[src/rtl/hazard_controller.sv]
// Stall/flush sequencer for the five-stage pipeline: arbitrates d-cache misses,
// EX mispredicts, load-use hazards and i-cache misses, and keeps stall/flush counters.
module hazard_controller #(
    parameter int LOAD_USE_BUBBLES = 1,
    parameter int CNT_W            = 32
) (
    input  logic             clk,
    input  logic             rst_n,
    input  logic             i_miss,
    input  logic             d_miss,
    input  logic             ex_mispredict,
    input  logic             ex_is_load,
    input  logic             ex_uses_rw,
    input  logic [4:0]       ex_rw_addr,
    input  logic             id_uses_rs,
    input  logic [4:0]       id_rs_addr,
    input  logic             id_uses_rt,
    input  logic [4:0]       id_rt_addr,
    input  logic             cnt_clear,
    output logic             if_stall,
    output logic             i2d_stall,
    output logic             i2d_flush,
    output logic             d2e_stall,
    output logic             d2e_flush,
    output logic             e2m_stall,
    output logic             e2m_flush,
    output logic             m2w_stall,
    output logic             m2w_flush,
    output logic [CNT_W-1:0] stall_cycles,
    output logic [CNT_W-1:0] flush_events
);

    localparam logic [2:0]       BUBBLE_RELOAD = 3'(LOAD_USE_BUBBLES - 1);
    localparam logic [CNT_W-1:0] CNT_MAX       = {CNT_W{1'b1}};

    logic [2:0]       bubble_cnt_q, bubble_cnt_d;
    logic             squash_pend_q, squash_pend_d;
    logic [CNT_W-1:0] stall_cycles_q, stall_cycles_d;
    logic [CNT_W-1:0] flush_events_q, flush_events_d;

    logic lu;
    logic flush_inc;
    logic if_stall_c, i2d_stall_c, i2d_flush_c, d2e_stall_c, d2e_flush_c;
    logic e2m_stall_c, m2w_flush_c;

    assign lu = ex_is_load & ex_uses_rw & (ex_rw_addr != 5'd0) &
                ((id_uses_rs & (id_rs_addr == ex_rw_addr)) |
                 (id_uses_rt & (id_rt_addr == ex_rw_addr)));

    always_comb begin
        if_stall_c    = 1'b0;
        i2d_stall_c   = 1'b0;
        i2d_flush_c   = 1'b0;
        d2e_stall_c   = 1'b0;
        d2e_flush_c   = 1'b0;
        e2m_stall_c   = 1'b0;
        m2w_flush_c   = 1'b0;
        flush_inc     = 1'b0;
        bubble_cnt_d  = bubble_cnt_q;
        squash_pend_d = squash_pend_q;

        if (d_miss) begin
            if_stall_c  = 1'b1;
            i2d_stall_c = 1'b1;
            d2e_stall_c = 1'b1;
            e2m_stall_c = 1'b1;
            m2w_flush_c = 1'b1;
        end else if (ex_mispredict) begin
            i2d_flush_c  = 1'b1;
            d2e_flush_c  = 1'b1;
            bubble_cnt_d = 3'd0;
            flush_inc    = 1'b1;
            if (i_miss) squash_pend_d = 1'b1;
        end else if (lu || (bubble_cnt_q != 3'd0)) begin
            // I->D is held, so a pending squash must survive until the PC moves again.
            if_stall_c  = 1'b1;
            i2d_stall_c = 1'b1;
            d2e_flush_c = 1'b1;
            if (bubble_cnt_q == 3'd0) bubble_cnt_d = BUBBLE_RELOAD;
            else                      bubble_cnt_d = bubble_cnt_q - 3'd1;
        end else if (i_miss || squash_pend_q) begin
            // The first fetch after the miss is still wrong-path, so it is squashed too.
            i2d_flush_c = 1'b1;
            if (!i_miss) squash_pend_d = 1'b0;
        end
    end

    always_comb begin
        stall_cycles_d = stall_cycles_q;
        flush_events_d = flush_events_q;
        if (cnt_clear) begin
            stall_cycles_d = '0;
            flush_events_d = '0;
        end else begin
            if (if_stall_c && (stall_cycles_q != CNT_MAX)) stall_cycles_d = stall_cycles_q + 1'b1;
            if (flush_inc && (flush_events_q != CNT_MAX))  flush_events_d = flush_events_q + 1'b1;
        end
    end

    always_ff @(posedge clk or negedge rst_n) begin
        if (!rst_n) begin
            bubble_cnt_q   <= 3'd0;
            squash_pend_q  <= 1'b0;
            stall_cycles_q <= '0;
            flush_events_q <= '0;
        end else begin
            bubble_cnt_q   <= bubble_cnt_d;
            squash_pend_q  <= squash_pend_d;
            stall_cycles_q <= stall_cycles_d;
            flush_events_q <= flush_events_d;
        end
    end

    // Controls are forced low while reset is held, whatever the inputs are doing.
    assign if_stall     = rst_n & if_stall_c;
    assign i2d_stall    = rst_n & i2d_stall_c;
    assign i2d_flush    = rst_n & i2d_flush_c;
    assign d2e_stall    = rst_n & d2e_stall_c;
    assign d2e_flush    = rst_n & d2e_flush_c;
    assign e2m_stall    = rst_n & e2m_stall_c;
    assign e2m_flush    = 1'b0;
    assign m2w_stall    = 1'b0;
    assign m2w_flush    = rst_n & m2w_flush_c;
    assign stall_cycles = stall_cycles_q;
    assign flush_events = flush_events_q;

endmodule

[config.mk]
export PLATFORM = sky130hd
export DESIGN_NAME = hazard_controller
export DESIGN_NICKNAME = d
export VERILOG_FILES = /design/src/rtl/hazard_controller.sv
export SDC_FILE = /design/constraint.sdc
export NUM_CORES = 1
export LEC_CHECK = 0
export BUFFER_PORTS_ARGS = -buffer_cell sky130_fd_sc_hd__buf_2
export CORE_AREA = 3 3 111 71
export CTS_CLUSTER_DIAMETER = 200
export CTS_CLUSTER_SIZE = 20
export DETAILED_ROUTE_END_ITERATION = 6
export DIE_AREA = 0 0 114 74
export MAX_ROUTING_LAYER = met4
export PLACE_DENSITY = 0.84
export SYNTH_ARGS = -nofsm -noshare
export SYNTH_HDL_FRONTEND = slang
export SYNTH_SLANG_ARGS = --single-unit
[constraint.sdc]
create_clock -name clk -period 4.45 [get_ports clk]
set_input_delay 0.445 -clock clk [delete_from_list [all_inputs] [get_ports clk]]
set_output_delay 0.445 -clock clk [all_outputs]
set_load 0.005 [all_outputs]
==> impl_metrics.ini <==
[status]
status = complete, no violations

[global_route]
grt_use_total_pct = 25.3
grt_overflow = 0
grt_max_degree = 68
antenna_found_initial = 0
grt_pass1_wl_um = 16600
grt_pass1_vias = 3453

[timing]
setup_viol = 0
fin_worst_skew_ns = 0.00688
setup_tns_ns = 0
hold_violations = 0
rsz0062_at_grt = false
max_slew_margin_pct = 24.3
tightest_slew_ns = 1.13
fin_crit_sh_pct = 65.9
maxSlewViolCount = 0
fmax_mhz = 341
fin_crit_ns = 2.93

[clock_network]
cts_tree = done
clock_sinks = 68
path_clk_slew_ns = 0.06
insertion_delay_ns = 0.32
cts_buffer_depth = 2
htreeDepth = 3
cts_buffers = 9
cts-root-buf = clkbuf_16

[floorplanning]
initial_core_util_pct = 56.5
ioPinCount = 98
die_w_um = 114
fp.coreArea_mm2 = 0.00703
fp-row-count = 24
fp.dieArea_mm2 = 0.00844
die_h_um = 74

[power_and_ir_drop]
ir_worst_vdd_mv = 0.255
leakage_uw = 0.00212
p_per_area_mw_per_mm2 = 312
power.total_uw = 1500

[routing]
wirelength_um = 10300
routedWlPerCell_um = 16.4
vias_per_cell = 6.00
drc = 0
initialDrtViolationCount = 296
vias = 3745
drtAntennaViolNets = 0
dr.pass1.iters = 5

[min_path]
holdPathEnd = squash_pend_q
hp-class = in -> reg
min_path_cells = 3
min_from = i_miss

[job]
cap_violations = 0

[cells_and_area]
area_growth_pct = 21.0
drive_gt1_share_pct = 25.5
nNetsFinal = 557
n_antenna_cell = 0

[setup_path]
worst_r2r_path_depth = 7
crit_arrival_ns = 3.13
crit_type = reg -> reg
cp.required_ns = 4.65
cp-end-kind = flop
crit-reg2reg-capture = stall_cycles[23]
cp-start-kind = flop
r2r_setup_slack_ns = 1.52
rr_startpoint = stall_cycles[0]
critPathMaxFanout = 41

[synthesis]
ys_seq_elements = 68
synthCells = 441
yosysMostFrequentCell = dfrtp_1
synth_top_area_share_pct = 42.9
synth_flop_cell = dfrtp_1
synth-edff-count = 0
avgSynthCellArea_um2 = 9.00
synth-seq-area-share_pct = 42.9
ys_async_sr_fraction_pct = 100
synthTopCellsByCount = dfrtp_1 (68), nor2_1 (50), a21oi_1 (31), nand2_1 (31), xnor2_1 (29)
yosys.area.top_type = dfrtp_1
synthTopCellsByArea = dfrtp_1 (43%), xnor2_1 (6.4%), nor2_1 (4.7%)
netlist_area_mm2 = 0.00397
yosys_warnings = 0
synth_cell_type_count = 56

[placement]
gp_congestion = 0.861
port_buffers = 95
dp_hpwl_um = 7220
==> metrics by stage <==
step	setup slack [ns]	hold WS (ns)	cell area [µm²]	cells	util, %
after floorplan	2.24	0.149	3970	442	-
after global placement	1.64	0.264	4460	607	63.4
after detailed placement	1.49	0.270	4460	607	63.4
after global routing	1.30	0.451	4800	624	68.4
final	1.52	0.432	4800	624	68.4
after CTS	1.53	0.429	4800	624	68.4
==> state kept, by name (all words and copies together), names as in the netlist <==
name	count
bubble_cnt_q	3
flush_events	32
squash_pend_q	1
stall_cycles	32
==> per-layer routing <==
metal	GRT usage, %	share of wire (%)	vias to the layer above
met5	-	0	-
met4	5.67	0.60	0
met3	4.72	5.9	8
met2	38.8	47	129
met1	35.4	46	1846
li1	-	-	1762
==> kinds of logic after synthesis <==
logic type / synth area share, %
AOI/OAI and AO/OA: 11.3
muxes: 1.20
DFF: 42.9
adders and majority gates: 1.26
other: 0.0945
and+or+nand+nor: 30.2
xor gates and xnor gates: 8.82
buffers and inverters: 4.25
==> layout make-up <==
| type | instances | area [µm²] |
|---|---|---|
| clock buffer | 11 | 253 |
| clock inverter | 5 | 83.8 |
| fill | 589 | 2220 |
| inverter | 11 | 41.3 |
| multi-input combinational | 339 | 2100 |
| sequential | 68 | 1700 |
| tap | 91 | 114 |
| timing repair buffer | 99 | 508 |
==> cell usage in the layout (no fill, tap or decap), types with 2 or more instances in the layout <==
cell / n
buf_2: 95
dfrtp_1: 68
nor2_1: 50
nand2_1: 31
a21oi_1: 31
xnor2_1: 29
nand4_1: 24
nand3_1: 22
nor3_1: 18
o21ai_0: 15
o31ai_1: 13
or4_1: 13
or3_1: 12
inv_1: 11
xor2_1: 11
and3_1: 9
clkbuf_16: 9
or2_2: 7
and4_1: 5
nor4_1: 5
nor2b_1: 4
ha_1: 4
buf_4: 3
nor3b_1: 2
nand4b_1: 2
mux2_2: 2
conb_1: 2
bufinv_16: 2
clkbuf_8: 2
clkinvlp_4: 2
==> power by group <==
group          internal, µW  switching (µW)
sequential              623            4.68
clock                   522             260
combinational          30.8            60.2
==> what timing repair did <==
action                    4_1_cts  5_1_grt
buffers inserted                0        0
hold buffers                    1        0
resized for setup               0        0
hold endpoints to repair        1        0
==> worst max path at each step <==
| stage | start | end | slack, ns |
|---|---|---|---|
| finish | stall_cycles[0] | stall_cycles[23] | 1.52 |
| global route | stall_cycles[0] | stall_cycles[23] | 1.30 |
| CTS | stall_cycles[0] | stall_cycles[23] | 1.53 |
| detailed placement | ex_rw_addr[1] | stall_cycles[23] | 1.49 |
| global placement | ex_rw_addr[1] | stall_cycles[23] | 1.64 |
| floorplan | stall_cycles[0] | stall_cycles[17] | 2.24 |
==> critical path: stages, from the launching register on <==
cell,delay [ns]
dfrtp_1,0.42
ha_1,0.38
inv_1,0.10
nor4_2,0.41
a32oi_2,0.20
nand2_1,0.87
nor4_1,0.12
mux2_2,0.32
Note: power is estimated with default switching activity, not from simulation.
